<file path="src/rtl/vga_pkg.sv">
// Shared constants and helpers for the VGA pixel pipeline.
package vga_pkg;

  localparam int FB_W        = 160;
  localparam int FB_H        = 120;
  localparam int SCALE_SHIFT = 2;

  localparam int COORD_W   = 10;
  localparam int ADDR_W    = 15;
  localparam int COLOR_W   = 4;
  localparam int IDX_W     = 4;
  localparam int RGB_W     = 3 * COLOR_W;
  localparam int PAL_DEPTH = 1 << IDX_W;

  // Power-on palette: a greyscale ramp, entry n = {n,n,n}.
  function automatic logic [RGB_W-1:0] pal_default(input logic [IDX_W-1:0] n);
    return {n, n, n};
  endfunction

endpackage

</file>
<file path="src/rtl/vga_pixel_pipe_if.sv">
// Framebuffer read bus and palette write port of the pixel pipeline.
interface vga_pixel_pipe_if;
  import vga_pkg::*;

  logic [ADDR_W-1:0] fb_addr;
  logic [IDX_W-1:0]  fb_data;
  logic              pal_we;
  logic [IDX_W-1:0]  pal_addr;
  logic [RGB_W-1:0]  pal_data;

  // Host side: owns the framebuffer memory and the palette writer.
  modport master (
    input  fb_addr,
    output fb_data, pal_we, pal_addr, pal_data
  );

  // Pipeline side.
  modport slave (
    output fb_addr,
    input  fb_data, pal_we, pal_addr, pal_data
  );

endinterface

</file>
<file path="src/rtl/vga_palette.sv">
// 16 x 12-bit colour palette: synchronous write, combinational read,
// asynchronous reset to a greyscale ramp. A read on the same edge as a
// write to the same entry sees the old value.
module vga_palette
  import vga_pkg::*;
(
  input  logic             i_clk,
  input  logic             i_rst_n,
  input  logic             i_we,
  input  logic [IDX_W-1:0] i_waddr,
  input  logic [RGB_W-1:0] i_wdata,
  input  logic [IDX_W-1:0] i_raddr,
  output logic [RGB_W-1:0] o_rdata
);

  logic [RGB_W-1:0] pal_q [PAL_DEPTH];

  // Palette storage: ramp on reset, otherwise write whenever enabled.
  always_ff @(posedge i_clk or negedge i_rst_n) begin
    if (!i_rst_n) begin
      for (int i = 0; i < PAL_DEPTH; i++) begin
        pal_q[i] <= pal_default(IDX_W'(i));
      end
    end else if (i_we) begin
      pal_q[i_waddr] <= i_wdata;
    end
  end

  assign o_rdata = pal_q[i_raddr];

endmodule

</file>
<file path="src/rtl/vga_pixel_pipe.sv">
// Three-stage VGA pixel pipeline: framebuffer address -> palette index ->
// palette colour, with syncs delayed to stay aligned with the colour.
// All stages advance only on pixel-strobe cycles.
module vga_pixel_pipe
  import vga_pkg::*;
#(
  parameter int FB_W        = vga_pkg::FB_W,
  parameter int FB_H        = vga_pkg::FB_H,
  parameter int SCALE_SHIFT = vga_pkg::SCALE_SHIFT
) (
  input  logic               i_clk,
  input  logic               i_rst_n,
  input  logic               i_pix_clk,
  input  logic               i_hsync,
  input  logic               i_vsync,
  input  logic               i_active,
  input  logic [COORD_W-1:0] i_x,
  input  logic [COORD_W-1:0] i_y,
  vga_pixel_pipe_if.slave    bus,
  output logic [COLOR_W-1:0] o_vga_r,
  output logic [COLOR_W-1:0] o_vga_g,
  output logic [COLOR_W-1:0] o_vga_b,
  output logic               o_hsync,
  output logic               o_vsync,
  output logic               o_frame_start
);

  // Address arithmetic is done modulo 2^ADDR_W, so out-of-range
  // coordinates simply wrap.
  logic [ADDR_W-1:0] row_w, col_w, addr_calc;
  assign row_w = ADDR_W'(i_y >> SCALE_SHIFT);
  assign col_w = ADDR_W'(i_x >> SCALE_SHIFT);

  if (FB_W == 160) begin : g_mul160
    assign addr_calc = (row_w << 7) + (row_w << 5) + col_w;
  end else begin : g_mul_generic
    assign addr_calc = row_w * ADDR_W'(FB_W) + col_w;
  end

  // Stage registers
  logic [ADDR_W-1:0] addr_q, addr_d;
  logic              hs1_q, hs1_d, vs1_q, vs1_d, act1_q, act1_d;
  logic [IDX_W-1:0]  idx2_q, idx2_d;
  logic              hs2_q, hs2_d, vs2_q, vs2_d, act2_q, act2_d;
  logic [RGB_W-1:0]  rgb3_q, rgb3_d;
  logic              hs3_q, hs3_d, vs3_q, vs3_d, act3_q, act3_d;
  logic              fs_q, fs_d;
  logic [RGB_W-1:0]  pal_rdata;

  vga_palette u_palette (
    .i_clk   (i_clk),
    .i_rst_n (i_rst_n),
    .i_we    (bus.pal_we),
    .i_waddr (bus.pal_addr),
    .i_wdata (bus.pal_data),
    .i_raddr (idx2_q),
    .o_rdata (pal_rdata)
  );

  // Next-state: hold everything unless this cycle carries a pixel strobe.
  always_comb begin
    addr_d = addr_q;  hs1_d = hs1_q;  vs1_d = vs1_q;  act1_d = act1_q;
    idx2_d = idx2_q;  hs2_d = hs2_q;  vs2_d = vs2_q;  act2_d = act2_q;
    rgb3_d = rgb3_q;  hs3_d = hs3_q;  vs3_d = vs3_q;  act3_d = act3_q;
    if (i_pix_clk) begin
      addr_d = addr_calc;    hs1_d = i_hsync; vs1_d = i_vsync; act1_d = i_active;
      idx2_d = bus.fb_data;  hs2_d = hs1_q;   vs2_d = vs1_q;   act2_d = act1_q;
      rgb3_d = pal_rdata;    hs3_d = hs2_q;   vs3_d = vs2_q;   act3_d = act2_q;
    end
    // Pulse on the same edge that drives the output vsync from high to low.
    fs_d = i_pix_clk & vs3_q & ~vs2_q;
  end

  // Stage state; syncs reset to their inactive (high) level.
  always_ff @(posedge i_clk or negedge i_rst_n) begin
    if (!i_rst_n) begin
      addr_q <= '0;   hs1_q <= 1'b1; vs1_q <= 1'b1; act1_q <= 1'b0;
      idx2_q <= '0;   hs2_q <= 1'b1; vs2_q <= 1'b1; act2_q <= 1'b0;
      rgb3_q <= '0;   hs3_q <= 1'b1; vs3_q <= 1'b1; act3_q <= 1'b0;
      fs_q   <= 1'b0;
    end else begin
      addr_q <= addr_d; hs1_q <= hs1_d; vs1_q <= vs1_d; act1_q <= act1_d;
      idx2_q <= idx2_d; hs2_q <= hs2_d; vs2_q <= vs2_d; act2_q <= act2_d;
      rgb3_q <= rgb3_d; hs3_q <= hs3_d; vs3_q <= vs3_d; act3_q <= act3_d;
      fs_q   <= fs_d;
    end
  end

  // Visible pixels must map inside the framebuffer; blanked ones may wrap.
  assert property (@(posedge i_clk) disable iff (!i_rst_n)
    (i_pix_clk && i_active) |->
      ((32'(i_y >> SCALE_SHIFT) < FB_H) && (32'(i_x >> SCALE_SHIFT) < FB_W)));

  assign bus.fb_addr = addr_q;
  assign {o_vga_r, o_vga_g, o_vga_b} = act3_q ? rgb3_q : '0;
  assign o_hsync       = hs3_q;
  assign o_vsync       = vs3_q;
  assign o_frame_start = fs_q;

endmodule

</file>
<file path="src/flat_wrapper.sv">
// flat-port wrapper written by rule: the top's interface ports become plain ports
module vga_pixel_pipe_flat import vga_pkg::*;
#(
  parameter int FB_W        = vga_pkg::FB_W,
  parameter int FB_H        = vga_pkg::FB_H,
  parameter int SCALE_SHIFT = vga_pkg::SCALE_SHIFT
)
  (i_clk, i_rst_n, i_pix_clk, i_hsync, i_vsync, i_active, i_x, i_y, o_vga_r, o_vga_g, o_vga_b, o_hsync, o_vsync, o_frame_start, bus_fb_addr, bus_fb_data, bus_pal_we, bus_pal_addr, bus_pal_data);
  vga_pixel_pipe_if bus_i ();
  input  logic i_clk;
  input  logic i_rst_n;
  input  logic i_pix_clk;
  input  logic i_hsync;
  input  logic i_vsync;
  input  logic i_active;
  input  logic [COORD_W-1:0] i_x;
  input  logic [COORD_W-1:0] i_y;
  output logic [COLOR_W-1:0] o_vga_r;
  output logic [COLOR_W-1:0] o_vga_g;
  output logic [COLOR_W-1:0] o_vga_b;
  output logic o_hsync;
  output logic o_vsync;
  output logic o_frame_start;
  output wire logic [$bits(bus_i.fb_addr)-1:0] bus_fb_addr;
  input wire logic [$bits(bus_i.fb_data)-1:0] bus_fb_data;
  input wire logic [$bits(bus_i.pal_we)-1:0] bus_pal_we;
  input wire logic [$bits(bus_i.pal_addr)-1:0] bus_pal_addr;
  input wire logic [$bits(bus_i.pal_data)-1:0] bus_pal_data;
  assign bus_fb_addr = bus_i.fb_addr;
  assign bus_i.fb_data = bus_fb_data;
  assign bus_i.pal_we = bus_pal_we;
  assign bus_i.pal_addr = bus_pal_addr;
  assign bus_i.pal_data = bus_pal_data;
  vga_pixel_pipe #(.FB_W(FB_W), .FB_H(FB_H), .SCALE_SHIFT(SCALE_SHIFT)) u_core (.i_clk(i_clk), .i_rst_n(i_rst_n), .i_pix_clk(i_pix_clk), .i_hsync(i_hsync), .i_vsync(i_vsync), .i_active(i_active), .i_x(i_x), .i_y(i_y), .bus(bus_i), .o_vga_r(o_vga_r), .o_vga_g(o_vga_g), .o_vga_b(o_vga_b), .o_hsync(o_hsync), .o_vsync(o_vsync), .o_frame_start(o_frame_start));
endmodule
</file>
<file path="config.mk">
export PLATFORM = sky130hd
export DESIGN_NAME = vga_pixel_pipe_flat
export DESIGN_NICKNAME = d
export VERILOG_FILES = /design/src/rtl/vga_pkg.sv /design/src/rtl/vga_pixel_pipe_if.sv /design/src/rtl/vga_palette.sv /design/src/rtl/vga_pixel_pipe.sv /design/src/flat_wrapper.sv
export SDC_FILE = /design/constraint.sdc
export NUM_CORES = 1
export LEC_CHECK = 0
export ABC_AREA = 1
export BUFFER_PORTS_ARGS = -buffer_cell sky130_fd_sc_hd__buf_2
export CAP_MARGIN = 20
export CORE_ASPECT_RATIO = 1.2
export CORE_MARGIN = 1.5
export CORE_UTILIZATION = 50
export CTS_CLUSTER_SIZE = 25
export DETAILED_ROUTE_END_ITERATION = 8
export PLACE_DENSITY = 0.68
export REMOVE_ABC_BUFFERS = 1
export SKIP_LAST_GASP = 1
export SLEW_MARGIN = 15
export SYNTH_ARGS = -nofsm -noshare
export SYNTH_HDL_FRONTEND = slang
export SYNTH_HIERARCHICAL = 1
export SYNTH_SLANG_ARGS = --single-unit
</file>
<file path="constraint.sdc">
create_clock -name i_clk -period 3.4 [get_ports i_clk]
set_input_delay 0.34 -clock i_clk [delete_from_list [all_inputs] [get_ports i_clk]]
set_output_delay 0.34 -clock i_clk [all_outputs]
set_load 0.005 [all_outputs]
</file>
# Word-level counts from Yosys, hierarchy flattened
# Index checks and enable logic that the tools add are counted.
# Widths: inputs -> output; s select.
# word_totals
regBits	233
ramBits	0
elab_cells	47
inputBits	47
n_memories	0
romBits	0
latch_bits	0
# op_classes
n_reduce_logical	1
magnitude_cmp	3
mul	0
n_bitwise	5
add_sub_neg	2
n_mux	7
n_shift	0
n_eq_ne	0
n_div	0
# op_table
op	count
$bwmux 192	1
$bmux 12 s4	1
$demux 12 s4	1
$mux 12	4
$add 15x13->15	1
$add 15x8->15	1
$ge 5x5->1 const B	2
$not 4->5	2
$lt 5x1->1 const B	1
$and 1x1->1	2
$logic_and 1x1->1	1
$not 1->1	1

# Logic depth before layout (Yosys ltp)
# Gate-level depths: netlist of run 1.
# logic_depth
word_depth	6
depth_mapped	12
depth_no_buf	12

# Cells and area by module
# Netlist of run 1, hierarchy kept.
# by_module_without_submodules
mod	seq_area_each_um2	n_inst	area_per_inst_um2	cells_each
vga_palette	4924.7	1	9352.7	1243
vga_pixel_pipe	1033.5	1	2147.1	276

# Worst setup path before layout of run 1
# Ideal clock, no wire load.
# synth_path
path_kind	input -> register
from	input i_x[9]
to	register u_core.addr_q[12], in the netlist u_core/bus.fb_addr[12]
t_arrival_ns	1.725
path_buffers	0
setup_slack_ns	1.558
required_ns	3.283
cell_stages	11
setup_time_ns	0.117
cell_sequence	inv_1 -> fa_1 -> fa_1 -> inv_1 -> nand2_1 -> nand2_1 -> nand3b_1 -> nand2_1 -> nand2_1 -> nand3_1 -> nand2_1
# synth_between
elab_chain_cells	1
# synth_rtl
item	line_no	text
start: declaration	flat_wrapper.sv:16	input logic [COORD_W-1:0] i_x;
$add 15x8->15	vga_pixel_pipe.sv:35	assign addr_calc = (row_w << 7) + (row_w << 5) + col_w;
end signal: assignment	vga_pixel_pipe.sv:82	addr_q <= addr_d; hs1_q <= hs1_d; vs1_q <= vs1_d; act1_q <= act1_d;
end: declaration	vga_pixel_pipe.sv:41	logic [ADDR_W-1:0] addr_q, addr_d;
# Every way passes these cells.
# A chain may end at the register's enable or synchronous reset.

# Final worst setup path of run 1
# layout_path
from	register u_core.act3_q
to	output o_vga_g[2]
# layout_between
elab_chain_cells	1
# layout_rtl
item	line_no	text
start: declaration	vga_pixel_pipe.sv:46	logic hs3_q, hs3_d, vs3_q, vs3_d, act3_q, act3_d;
start signal: assignment	vga_pixel_pipe.sv:84	rgb3_q <= rgb3_d; hs3_q <= hs3_d; vs3_q <= vs3_d; act3_q <= act3_d;
$mux 12	vga_pixel_pipe.sv:95	assign {o_vga_r, o_vga_g, o_vga_b} = act3_q ? rgb3_q : '0;
end: declaration	flat_wrapper.sv:19	output logic [COLOR_W-1:0] o_vga_g;
# Every way passes these cells.

==> impl_metrics.env, run 1 <==
export IMPL_gp_congestion=0.786
export IMPL_worstSetupPathType="reg2out"
export IMPL_syn_area_per_cell_um2=7.57
export IMPL_syn_cell_area_um2=11500
export IMPL_synthMuxAreaShare=0
export IMPL_finalPower_mw=7.96
export IMPL_cts_reportedPaths_clkPinSlew_ps=60
export IMPL_crit_chain="nand2_1, inv_1, buf_2"
export IMPL_startpoint_type="flip-flop"
export IMPL_max_freq_ghz=0.475
export IMPL_post_cts_buffers=0
export IMPL_critPathSlowestCell="dfrtp_1"
export IMPL_drive_above_1_share=0.162
export IMPL_critPathRequiredTime_ps=3060
export IMPL_cts_num_sinks=233
export IMPL_ir_drop_mv=0.395
export IMPL_ys_top_cells_by_count="583 x nand2_1, 201 x inv_1, 196 x o21ai_0"
export IMPL_ys_async_sr_fraction=1.00
export IMPL_ant_nets=0
export IMPL_cts_tree="built"
export IMPL_p_leak_nw=6.66
export IMPL_synth_top_area_frac=0.285
export IMPL_holdCritPathClass="in2reg"
export IMPL_drt_total_wl_um=29800
export IMPL_synth_flop_cell="dfrtp_1"
export IMPL_fin_nets=1614
export IMPL_crit_buf_inv=2
export IMPL_synthTopCellsByArea="dfrtp_1 29%, dfstp_2 23%, nand2_1 19%"
export IMPL_drc_errors=0
export IMPL_numPortBuffers=72
export IMPL_numCtsBuffers=24
export IMPL_seq_area_um2=5960
export IMPL_viasPerCell=5.27
export IMPL_grt_pass1_wl_um=47700
export IMPL_rsz0062_at_grt="no"
export IMPL_die_h_um=169
export IMPL_diodes=0
export IMPL_coreArea_um2=22500
export IMPL_p_per_area_nw_per_um2=615
export IMPL_fin_crit_ps=2100
export IMPL_ys_types=26
export IMPL_rows=60
export IMPL_fillCellCount=2080
export IMPL_cts_root_buf="clkbuf_16"
export IMPL_cpLargestDelayFamily="flip-flops"
export IMPL_clk_path_buf_depth=3
export IMPL_synthMostInstantiatedCell="nand2_1"
export IMPL_slew_limit_headroom=0.257
export IMPL_initial_core_util=0.511
export IMPL_ios=77
export IMPL_dieArea_um2=23900
export IMPL_cts_max_level=1
export IMPL_ys_seq_area_frac=0.518
export IMPL_synthXorXnorAreaFrac=0.000762
export IMPL_grt_max_degree=108
export IMPL_multi_input_area_um2=4410
export IMPL_synthAdderAreaFrac=0.0198
export IMPL_dr_pass1_iters=5
export IMPL_antenna_found_initial=0
export IMPL_clock_latency_ps=510
export IMPL_maxCapViolCount=0
export IMPL_grt_use_total=0.255
export IMPL_synth_compound_area_frac=0.0866
export IMPL_end_kind="output port"
export IMPL_final_cells=1847
export IMPL_wl_per_cell_um=16.2
export IMPL_hold_violations=0
export IMPL_status="completed"
export IMPL_synth_edf_count=0
export IMPL_critPathMaxStageDelay_ps=860
export IMPL_syn2layout_area_growth_pct=12.5
export IMPL_synth_simple_area_share=0.276
export IMPL_vias=9737
export IMPL_crit_fanout=13
export IMPL_slew_violations=0
export IMPL_die_w_um=141
export IMPL_finalCritPeriodShare=0.619
export IMPL_yosysWarnings=6
export IMPL_synth_top_family_by_area="simple AND/OR/NAND/NOR gates"
export IMPL_worst_endpoint_arrival_ps=1760
export IMPL_detailed_place_hpwl_um=16600
export IMPL_clock_skew_ps=4.66
export IMPL_synth_seq_cells=233
export IMPL_yosys_area_top_type="dfrtp_1"
export IMPL_gr_total_overflow=0
export IMPL_place_inst=1800
export IMPL_syn_inst=1519
export IMPL_cts_resized=0
export IMPL_drt_iter0_markers=833
export IMPL_tns_ps=0
export IMPL_setup_viol=0
export IMPL_tightest_slew_ps=1110
export IMPL_grt_pass1_vias=9079
metal layers:
metal	global-route usage	up-vias	share of wire
li1	-	4761	-
met1	0.334	4591	0.43
met2	0.445	321	0.48
met3	0.0271	64	0.056
met4	0.0852	0	0.032
met5	0	-	0
registers in the layout, summed over array words and instances, names as in the netlist, 4 cells and up:
signal,cells
u_core/u_palette/pal_q,192
u_core/bus.fb_addr,15
u_core/rgb3_q,12
u_core/idx2_q,4
worst paths after layout:
kind	from	to	slack, ps	cells past startpoint
min in group asynchronous	i_rst_n	u_core/o_frame_start	490	2
setup / recovery	u_core/act3_q	o_vga_g[2]	1300	3
hold reg to reg	u_core/hs2_q	u_core/hs2_q	460	2
hold / removal	i_x[3]	u_core/bus.fb_addr[1]	30	3
max in group asynchronous	i_rst_n	u_core/u_palette/pal_q[35]	2040	3
setup reg to reg	u_core/idx2_q[0]	u_core/rgb3_q[2]	1330	9
kinds of logic after synthesis:
logic type,after synthesis
AO/OA/AOI/OAI,199
AND/OR/NAND/NOR,776
adder cells (fa/ha/maj),17
buffers and inverters,293
XOR/XNOR,1
flip-flops,233
layout by cell type (no fill, tap or decap), drive strengths merged:
master       Yosys  layout
inv            203     203
dlygate4sd3      0       1
clkinvlp         0       2
dfrtp          131     131
xor2             1       1
or2              8       8
and2             1       1
o21ai          197     197
bufinv           0       2
nor3             3       3
buf             29      94
ha              15      15
dfstp          102     102
fa               2       2
nor2            13      13
nand3          164     164
a21oi            2       2
nand2          584     584
clkbuf          61      34
nand3b           3       3
clkinv           0       6
power by group:
part / internal (mW) / leakage, nW / switching (mW)
registers: 3.51 / 2.70 / 0.259
clock network: 1.64 / 0.413 / 1.08
logic: 0.556 / 3.54 / 0.912
total: 5.71 / 6.66 / 2.25
stage by stage:
stage | hold slack (ps) | cell area [um2] | utilization | setup WS (ps)
floorplan | 44.4 | 11100 | - | -106
global placement | 449 | 12100 | 0.535 | 1330
detailed placement | 452 | 12100 | 0.535 | 1330
CTS | 18.2 | 12900 | 0.573 | 1270
global route | 25.6 | 12900 | 0.575 | 1150
finish | 30.8 | 12900 | 0.575 | 1300
tightest hold or removal path: cells and delay by family:
kind                   cells  cell delay [ps]
buffers and inverters      1               70
and+or+nand+nor            2              100
layout make-up:
class                      instances  area share
clock buffer                      34      0.0564
multi-input combinational        993       0.341
clock inverter                    10     0.00812
tap                              279      0.0270
inverter                         203      0.0589
timing repair buffer              95      0.0482
sequential                       233       0.461
what timing repair did:
item | in CTS | in global routing
setup endpoints to repair | 0 | 0
hold buffers | 1 | 0
endpoints found under the hold margin | 61 | 0
Note: power is estimated with default switching activity, not from simulation.
==> run 2, diff against run 1 <==
clock period = 2 ns   (was 3.4 ns; I/O delays follow)
==> run 2 against run 1 <==
Count of clock-buffer cells in the layout increased by 6. Via count is 0.62% higher. Routed wire length rose by 0.45%. Final cell count is 2.5% higher. Setup slack worse by 1100 ps. Global-route usage rose by 0.41 points. Worst hold slack got worse by 9.8 ps. Sequential power rose by 70%. Flip-flop and latch count did not move. Non-clock buffer count is 47 higher.
==> impl_metrics.env, run 2 (synthesis gave the netlist of run 1 again) <==
export IMPL_final_area_um2=13300
export IMPL_grt_pass1_vias=9290
export IMPL_cts_tree="built"
export IMPL_slew_violations=0
export IMPL_critPathRequiredTime_ps=1800
export IMPL_hold_violations=0
export IMPL_clock_latency_ps=520
export IMPL_cts_num_sinks=233
export IMPL_drt_total_wl_um=30000
export IMPL_p_per_area_nw_per_um2=997
export IMPL_ir_drop_mv=0.553
export IMPL_crit_fanout=7
export IMPL_cpLargestDelayFamily="flip-flops"
export IMPL_coreArea_um2=22500
export IMPL_drt_iter0_markers=776
export IMPL_dpl_worst_slack_ps=61.7
export IMPL_fin_nets=1661
export IMPL_tns_ps=0
export IMPL_finalCritPeriodShare=0.891
export IMPL_holdWs_ps=20.9
export IMPL_critPathMaxStageDelay_ps=550
export IMPL_clock_skew_ps=5.84
export IMPL_rsz0062_at_grt="no"
export IMPL_cts_resized=0
export IMPL_maxCapViolCount=0
export IMPL_grt_max_degree=75
export IMPL_startpoint_type="flip-flop"
export IMPL_setup_viol=0
export IMPL_tightest_slew_ps=417
export IMPL_die_h_um=169
export IMPL_grt_pass1_wl_um=48800
export IMPL_largest_reg_flops=192
export IMPL_p_leak_nw=6.82
export IMPL_numPortBuffers=72
export IMPL_ant_nets=0
export IMPL_dr_pass1_iters=6
export IMPL_wl_per_cell_um=15.8
export IMPL_antenna_found_initial=0
export IMPL_slew_limit_headroom=0.722
export IMPL_final_cell_mix="583 x nand2_1, 201 x inv_1, 196 x o21ai_0"
export IMPL_post_cts_buffers=0
export IMPL_cts_reportedPaths_clkPinSlew_ps=60
export IMPL_final_common_cell="nand2_1"
export IMPL_status="completed"
export IMPL_die_w_um=141
export IMPL_drive_above_1_share=0.165
export IMPL_crit_chain="buf_4, nand2_1, inv_1, buf_2"
export IMPL_gp_congestion=0.799
export IMPL_vias=9797
export IMPL_detailed_place_hpwl_um=18100
export IMPL_syn2layout_area_growth_pct=15.5
export IMPL_gr_total_overflow=0
export IMPL_end_kind="output port"
export IMPL_holdCritPathClass="in2reg"
export IMPL_clk_path_buf_depth=3
export IMPL_cts_root_buf="clkbuf_16"
export IMPL_dieArea_um2=23900
export IMPL_initial_core_util=0.511
export IMPL_max_freq_ghz=0.561
export IMPL_drc_errors=0
export IMPL_rows=60
export IMPL_worstSetupPathType="reg2out"
export IMPL_numCtsBuffers=24
export IMPL_final_cells=1894
export IMPL_top_register="u_core/u_palette/pal_q"
export IMPL_dpl_cell_area_um2=12300
export IMPL_worst_endpoint_arrival_ps=1580
export IMPL_fin_crit_ps=1780
export IMPL_cts_hold_buf=26
export IMPL_diodes=0
export IMPL_cts_max_level=1
export IMPL_final_util=0.590
export IMPL_finalPower_mw=13.3
export IMPL_grt_use_total=0.259
export IMPL_setup_slack_ps=219
export IMPL_critPathSlowestCell="dfrtp_1"
export IMPL_place_inst=1824
export IMPL_crit_buf_inv=3
export IMPL_ios=77
export IMPL_viasPerCell=5.17
run 2: layout make-up:
| type | instances | area (um2) |
|---|---|---|
| Timing Repair Buffer | 142 | 1060 |
| Fill cell | 2070 | 9240 |
| Multi-Input combinational cell | 993 | 4410 |
| Inverter | 203 | 762 |
| Sequential cell | 233 | 5960 |
| Clock buffer | 40 | 722 |
| Clock inverter | 4 | 20.0 |
| Tap cell | 279 | 349 |
run 2: power breakdown:
group / total (mW) / internal [mW] / leakage [nW] / switching [mW]
Clock: 4.24 / 2.45 / 0.365 / 1.79
Combinational: 2.60 / 1.03 / 3.76 / 1.57
Sequential: 6.41 / 5.97 / 2.70 / 0.442
Total: 13.3 / 9.45 / 6.82 / 3.81
run 2: path summary, 6_finish.rpt:
| path | start | endpoint | slack [ps] | cells after the start |
|---|---|---|---|---|
| min in group asynchronous | i_rst_n | u_core/o_frame_start | 140 | 2 |
| worst max register to register | u_core/idx2_q[0] | u_core/rgb3_q[9] | 490 | 8 |
| max in group asynchronous | i_rst_n | u_core/u_palette/pal_q[42] | 1160 | 3 |
| worst min register to register | u_core/hs2_q | u_core/o_hsync | 460 | 2 |
| worst min-delay path | i_x[7] | u_core/bus.fb_addr[5] | 20 | 4 |
| worst max-delay path | u_core/act3_q | o_vga_b[3] | 220 | 4 |
run 2: worst reg2reg max path, stage by stage (launching register included):
cell and delay (ps):
dfrtp_2 460, buf_12 200, or2_2 330, nand3_1 80
nand3_1 70, nand3_1 90, nand2_1 60, nand2_1 60
nand2_1 60
run 2: metal layers:
layer | vias to the layer above | part of all wire | GRT usage
met3 | 41 | 0.057 | 0.0265
li1 | 4854 | - | -
met1 | 4620 | 0.43 | 0.345
met5 | - | 0 | 0
met2 | 282 | 0.49 | 0.459
met4 | 0 | 0.016 | 0.0614
